[config.mk]
export PLATFORM = sky130hd
export DESIGN_NAME = instruction_fetch_unit
export DESIGN_NICKNAME = d
export VERILOG_FILES = /design/src/rtl/instruction_fetch_unit.sv
export SDC_FILE = /design/constraint.sdc
export NUM_CORES = 1
export LEC_CHECK = 0
export CAP_MARGIN = 20
export CORE_UTILIZATION = 51
export DETAILED_ROUTE_END_ITERATION = 10
export PLACE_DENSITY_LB_ADDON = 0.25
export SETUP_SLACK_MARGIN = 0.02
export SKIP_CTS_REPAIR_TIMING = 1
export SYNTH_ARGS = -nofsm -noshare
export SYNTH_HDL_FRONTEND = slang
export SYNTH_SLANG_ARGS = --single-unit
[constraint.sdc]
create_clock -name clk -period 3.84 [get_ports clk]
set_input_delay 0.96 -clock clk [delete_from_list [all_inputs] [get_ports clk]]
set_output_delay 0.96 -clock clk [all_outputs]
set_load 0.02 [all_outputs]
[src/rtl/instruction_fetch_unit.sv]
// rtl/instruction_fetch_unit.sv - PC owner and in-order fetch buffer feeding decode
module instruction_fetch_unit #(
   parameter logic [31:0] RESET_PC = 32'h0000_0000,
   parameter int          DEPTH    = 2
) (
   input  logic        clk,
   input  logic        reset_n,
   output logic [31:0] Address,
   input  logic [31:0] Instruction,
   input  logic        Redirect,
   input  logic [31:0] RedirectPC,
   input  logic        OutReady,
   output logic        OutValid,
   output logic [31:0] OutInstruction,
   output logic [31:0] OutPC,
   output logic [31:0] OutPCPlus4
);

   localparam int PW = $clog2(DEPTH);
   localparam int CW = PW + 1;
   localparam logic [CW-1:0] FULL = CW'(DEPTH);

   logic [31:0]   pc;
   logic [CW-1:0] count;
   logic [PW-1:0] rd_ptr;
   logic [PW-1:0] wr_ptr;
   logic [31:0]   buf_ins [DEPTH];
   logic [31:0]   buf_pc  [DEPTH];
   logic          pop;
   logic          fetch;

   assign Address  = pc;
   assign OutValid = (count != '0);
   assign pop      = OutValid & OutReady;
   // A slot freed by this cycle's pop can be refilled on the same edge.
   assign fetch    = ~Redirect & ((count < FULL) | pop);

   always_ff @(posedge clk or negedge reset_n) begin
      if (!reset_n) begin
         pc     <= RESET_PC;
         count  <= '0;
         rd_ptr <= '0;
         wr_ptr <= '0;
      end else if (Redirect) begin
         pc     <= {RedirectPC[31:2], 2'b00};
         count  <= '0;
         rd_ptr <= '0;
         wr_ptr <= '0;
      end else begin
         if (fetch) begin
            pc     <= pc + 32'd4;
            wr_ptr <= wr_ptr + 1'b1;
         end
         if (pop) begin
            rd_ptr <= rd_ptr + 1'b1;
         end
         case ({fetch, pop})
            2'b10:   count <= count + 1'b1;
            2'b01:   count <= count - 1'b1;
            default: count <= count;
         endcase
      end
   end

   always_ff @(posedge clk or negedge reset_n) begin
      if (!reset_n) begin
         for (int i = 0; i < DEPTH; i++) begin
            buf_ins[i] <= '0;
            buf_pc[i]  <= '0;
         end
      end else if (fetch) begin
         buf_ins[wr_ptr] <= Instruction;
         buf_pc[wr_ptr]  <= pc;
      end
   end

   // Data outputs are forced to zero when nothing valid is at the head.
   assign OutInstruction = OutValid ? buf_ins[rd_ptr] : '0;
   assign OutPC          = OutValid ? buf_pc[rd_ptr] : '0;
   assign OutPCPlus4     = OutValid ? (buf_pc[rd_ptr] + 32'd4) : '0;

endmodule

==> impl_metrics.toml <==
[synthesis]
synth_edf_count = 0
synthArstFlopShare = 1.00
synth.avg_cell_area_sq_um = 10.9
netlist_top_cells_area = "dfrtp_1 47%, mux2_2 17%, mux2i_1 7.0%"
synth_common_cells = "158 x dfrtp_1, 129 x mux2_2, 92 x nor2_1, 58 x mux2i_1, 58 x nand2_1"
synthCells = 766
synth.distinct_cells = 51
synth.largest_area_cell = "dfrtp_1"
synth_top_area_share = 0.475
syn-cell-area_sq_mm = 0.00833
synthMostInstantiatedCell = "dfrtp_1"
synth-seq-cells = 158
ys.flop_type = "dfrtp_1"
yosysSeqAreaShare = 0.475
ys_warn_count = 0

[timing]
slew_violations = 0
hold_ws_ns = 0.501
worst_pin_slew_ns = 0.870
hold_viol = 0
rsz0062_at_grt = "yes"
setup_tns_ns = 0
skew_ns = 0.0123
relSlewSlack = 0.420
max_freq_mhz = 263
period_minus_slack_ns = 3.80
finalCritPeriodShare = 0.991
setup_viol_count_final = 0

[floorplanning]
rows = 46
dieArea_sq_mm = 0.0168
ios = 197
die_x_um = 130
die_h_um = 130
start_util = 0.523
fp.coreArea_sq_mm = 0.0159

[critical_path]
critPathKind = "reg -> out"
crit_slowest_cell = "or4_1"
critPathCapture = "OutPCPlus4[30]"
worst-r2r-setup-slack_ns = 1.28
startpoint = "rd_ptr$_DFFE_PN0P_"
worstSetupStartpointType = "flip-flop"
critPathMaxStageDelay_ns = 0.57
cp-end-kind = "output pin"
cp.arrival_ns = 2.84
required_ns = 2.88
crit_fanout = 13
reg2reg_to = "Address[27]$_DFFE_PN0P_"
cp_cell_sequence = "buf_4 -> buf_4 -> buf_4 -> mux2i_1 -> or4_1 -> o31ai_1 -> o41ai_2 -> clkbuf_2"
r2r-start = "Address[9]$_DFFE_PN0P_"
rr_worst_depth = 5
crit_top_cell = "buf_4"

[finish]
antenna_cells = 0
nNetsFinal = 1037
syn_to_final_growth_pct = 35.5
stdcell_area_sq_mm = 0.0113
layout-drive-gt1-share = 0.249

[outcome]
outcome = "completed"

[power]
ir_drop_v = 0.000400
powerDensity_mw_per_mm2 = 537
p_leak_nw = 4.69

[grt]
grtUsageTotal = 0.257
grt_overflow = 0
grt_max_degree = 95
grt_pass1_wl_um = 33000
grt_pass1_vias = 6342
antenna_found_initial = 0

[placed_design]
io_buffers = 188
dpl_cell_area_sq_mm = 0.0105
dp_hpwl_um = 14400
place_congestion = 0.843

[detailed_routing]
wl_per_cell_um = 17.7
first_pass_iters = 4
drtAntennaViolNets = 0
vias_per_cell = 5.55
routed_wl_um = 21200
drt_iter0_drc = 383
via_count = 6634
drc = 0

[clock_network]
cts-root-buf = "clkbuf_16"
path_clk_slew_ns = 0.06
htreeDepth = 4
cts_buffers = 17
clk_latency_ns = 0.43
clock-sinks = 158
clk_path_buf_depth = 2
cts_tree = "done"

[min_path]
hold_path.class = "reg -> reg"

[flow_run]
maxCapViolCount = 0
[how the worst min path moves through the flow]
stage	from	to	slack (ns)	cells past startpoint
finish	buf_pc[54]$_DFFE_PN0P_	buf_pc[54]$_DFFE_PN0P_	0.50	1
detailed placement	buf_pc[54]$_DFFE_PN0P_	buf_pc[54]$_DFFE_PN0P_	0.49	1
floorplan	buf_pc[54]$_DFFE_PN0P_	buf_pc[54]$_DFFE_PN0P_	0.47	1
CTS	buf_pc[54]$_DFFE_PN0P_	buf_pc[54]$_DFFE_PN0P_	0.51	1
global placement	buf_ins[61]$_DFFE_PN0P_	buf_ins[61]$_DFFE_PN0P_	0.49	1
global route	buf_pc[54]$_DFFE_PN0P_	buf_pc[54]$_DFFE_PN0P_	0.52	1
[critical path: cells and delay by family (launching register included)]
| kind | cells | cell delay (ns) |
|---|---|---|
| buffers and inverters | 4 | 0.74 |
| AND/OR/NAND/NOR | 1 | 0.57 |
| multiplexers | 1 | 0.18 |
| AO/OA/AOI/OAI | 2 | 0.39 |
| flip-flops | 1 | 0.54 |
[area by class of cell]
| cell class | count | area, sq um |
|---|---|---|
| fillers | 1218 | 4660 |
| multi-input cells | 554 | 4220 |
| flip-flops and latches | 158 | 3960 |
| repair buffers | 228 | 2190 |
| clock buffers | 17 | 425 |
| well taps | 216 | 270 |
| clock inverters | 15 | 194 |
| inverters | 8 | 30.0 |
[registers in the layout, indices dropped and copies added (netlist names)]
name,cells
count,2
wr_ptr,1
buf_ins,64
buf_pc,60
Address,30
rd_ptr,1
[cell usage in the layout (no fill, tap or decap), drive strengths merged, types with 2 or more instances in the layout]
master / count
buf: 45
and4: 6
and2: 10
a21oi: 6
o31ai: 9
nand4b: 3
nand2b: 2
or4: 2
nand3: 19
bufinv: 3
and3: 2
nor2b: 2
clkbuf: 27
o41ai: 5
a211oi: 2
dlymetal6s2s: 11
nor3b: 2
nor3: 14
nand3b: 3
clkdlybuf4s50: 162
and4b: 2
mux2i: 58
ha: 2
conb: 6
o31a: 3
nand2: 58
dfrtp: 158
inv: 17
nand4: 15
clkinv: 3
xnor2: 26
xor2: 15
mux2: 129
a22oi: 3
nor4: 11
nor2: 92
a31oi: 2
o21ai: 36
[routing by layer]
layer | track usage | share of wire | up-vias | wire length, um
met3 | 0.0590 | 0.050 | 26 | 1070
met5 | 0 | 0 | - | 0
met1 | 0.330 | 0.43 | 3295 | 9150
li1 | - | - | 3110 | -
met2 | 0.429 | 0.50 | 203 | 10600
met4 | 0.0848 | 0.017 | 0 | 354
[power breakdown]
part / switching (W) / total, W / internal, W
registers: 0.000303 / 0.00234 / 0.00204
clock network: 0.000734 / 0.00178 / 0.00105
logic: 0.000960 / 0.00194 / 0.000977
[stage by stage]
step,total power (W),util,worst slack (ns),instances
2_1_floorplan,0.00345,-,0.0300,771
3_5_place_dp,0.00429,0.661,0.0137,1155
4_1_cts,0.00609,0.700,-0.449,1187
3_3_place_gp,0.00423,0.661,0.0969,1155
6_report,0.00605,0.708,0.0352,1196
5_1_grt,0.00635,0.708,-0.0807,1196
[cell families after synthesis]
family | after synthesis | synth area share
other | 1 | 0.000450
DFF | 158 | 0.475
xor gates and xnor gates | 41 | 0.0431
adders and majority gates | 2 | 0.00300
and+or+nand+nor | 245 | 0.145
AOI/OAI and AO/OA | 73 | 0.0566
buffers and inverters | 59 | 0.0332
muxes | 187 | 0.244
Note: power is estimated with default switching activity, not from simulation.
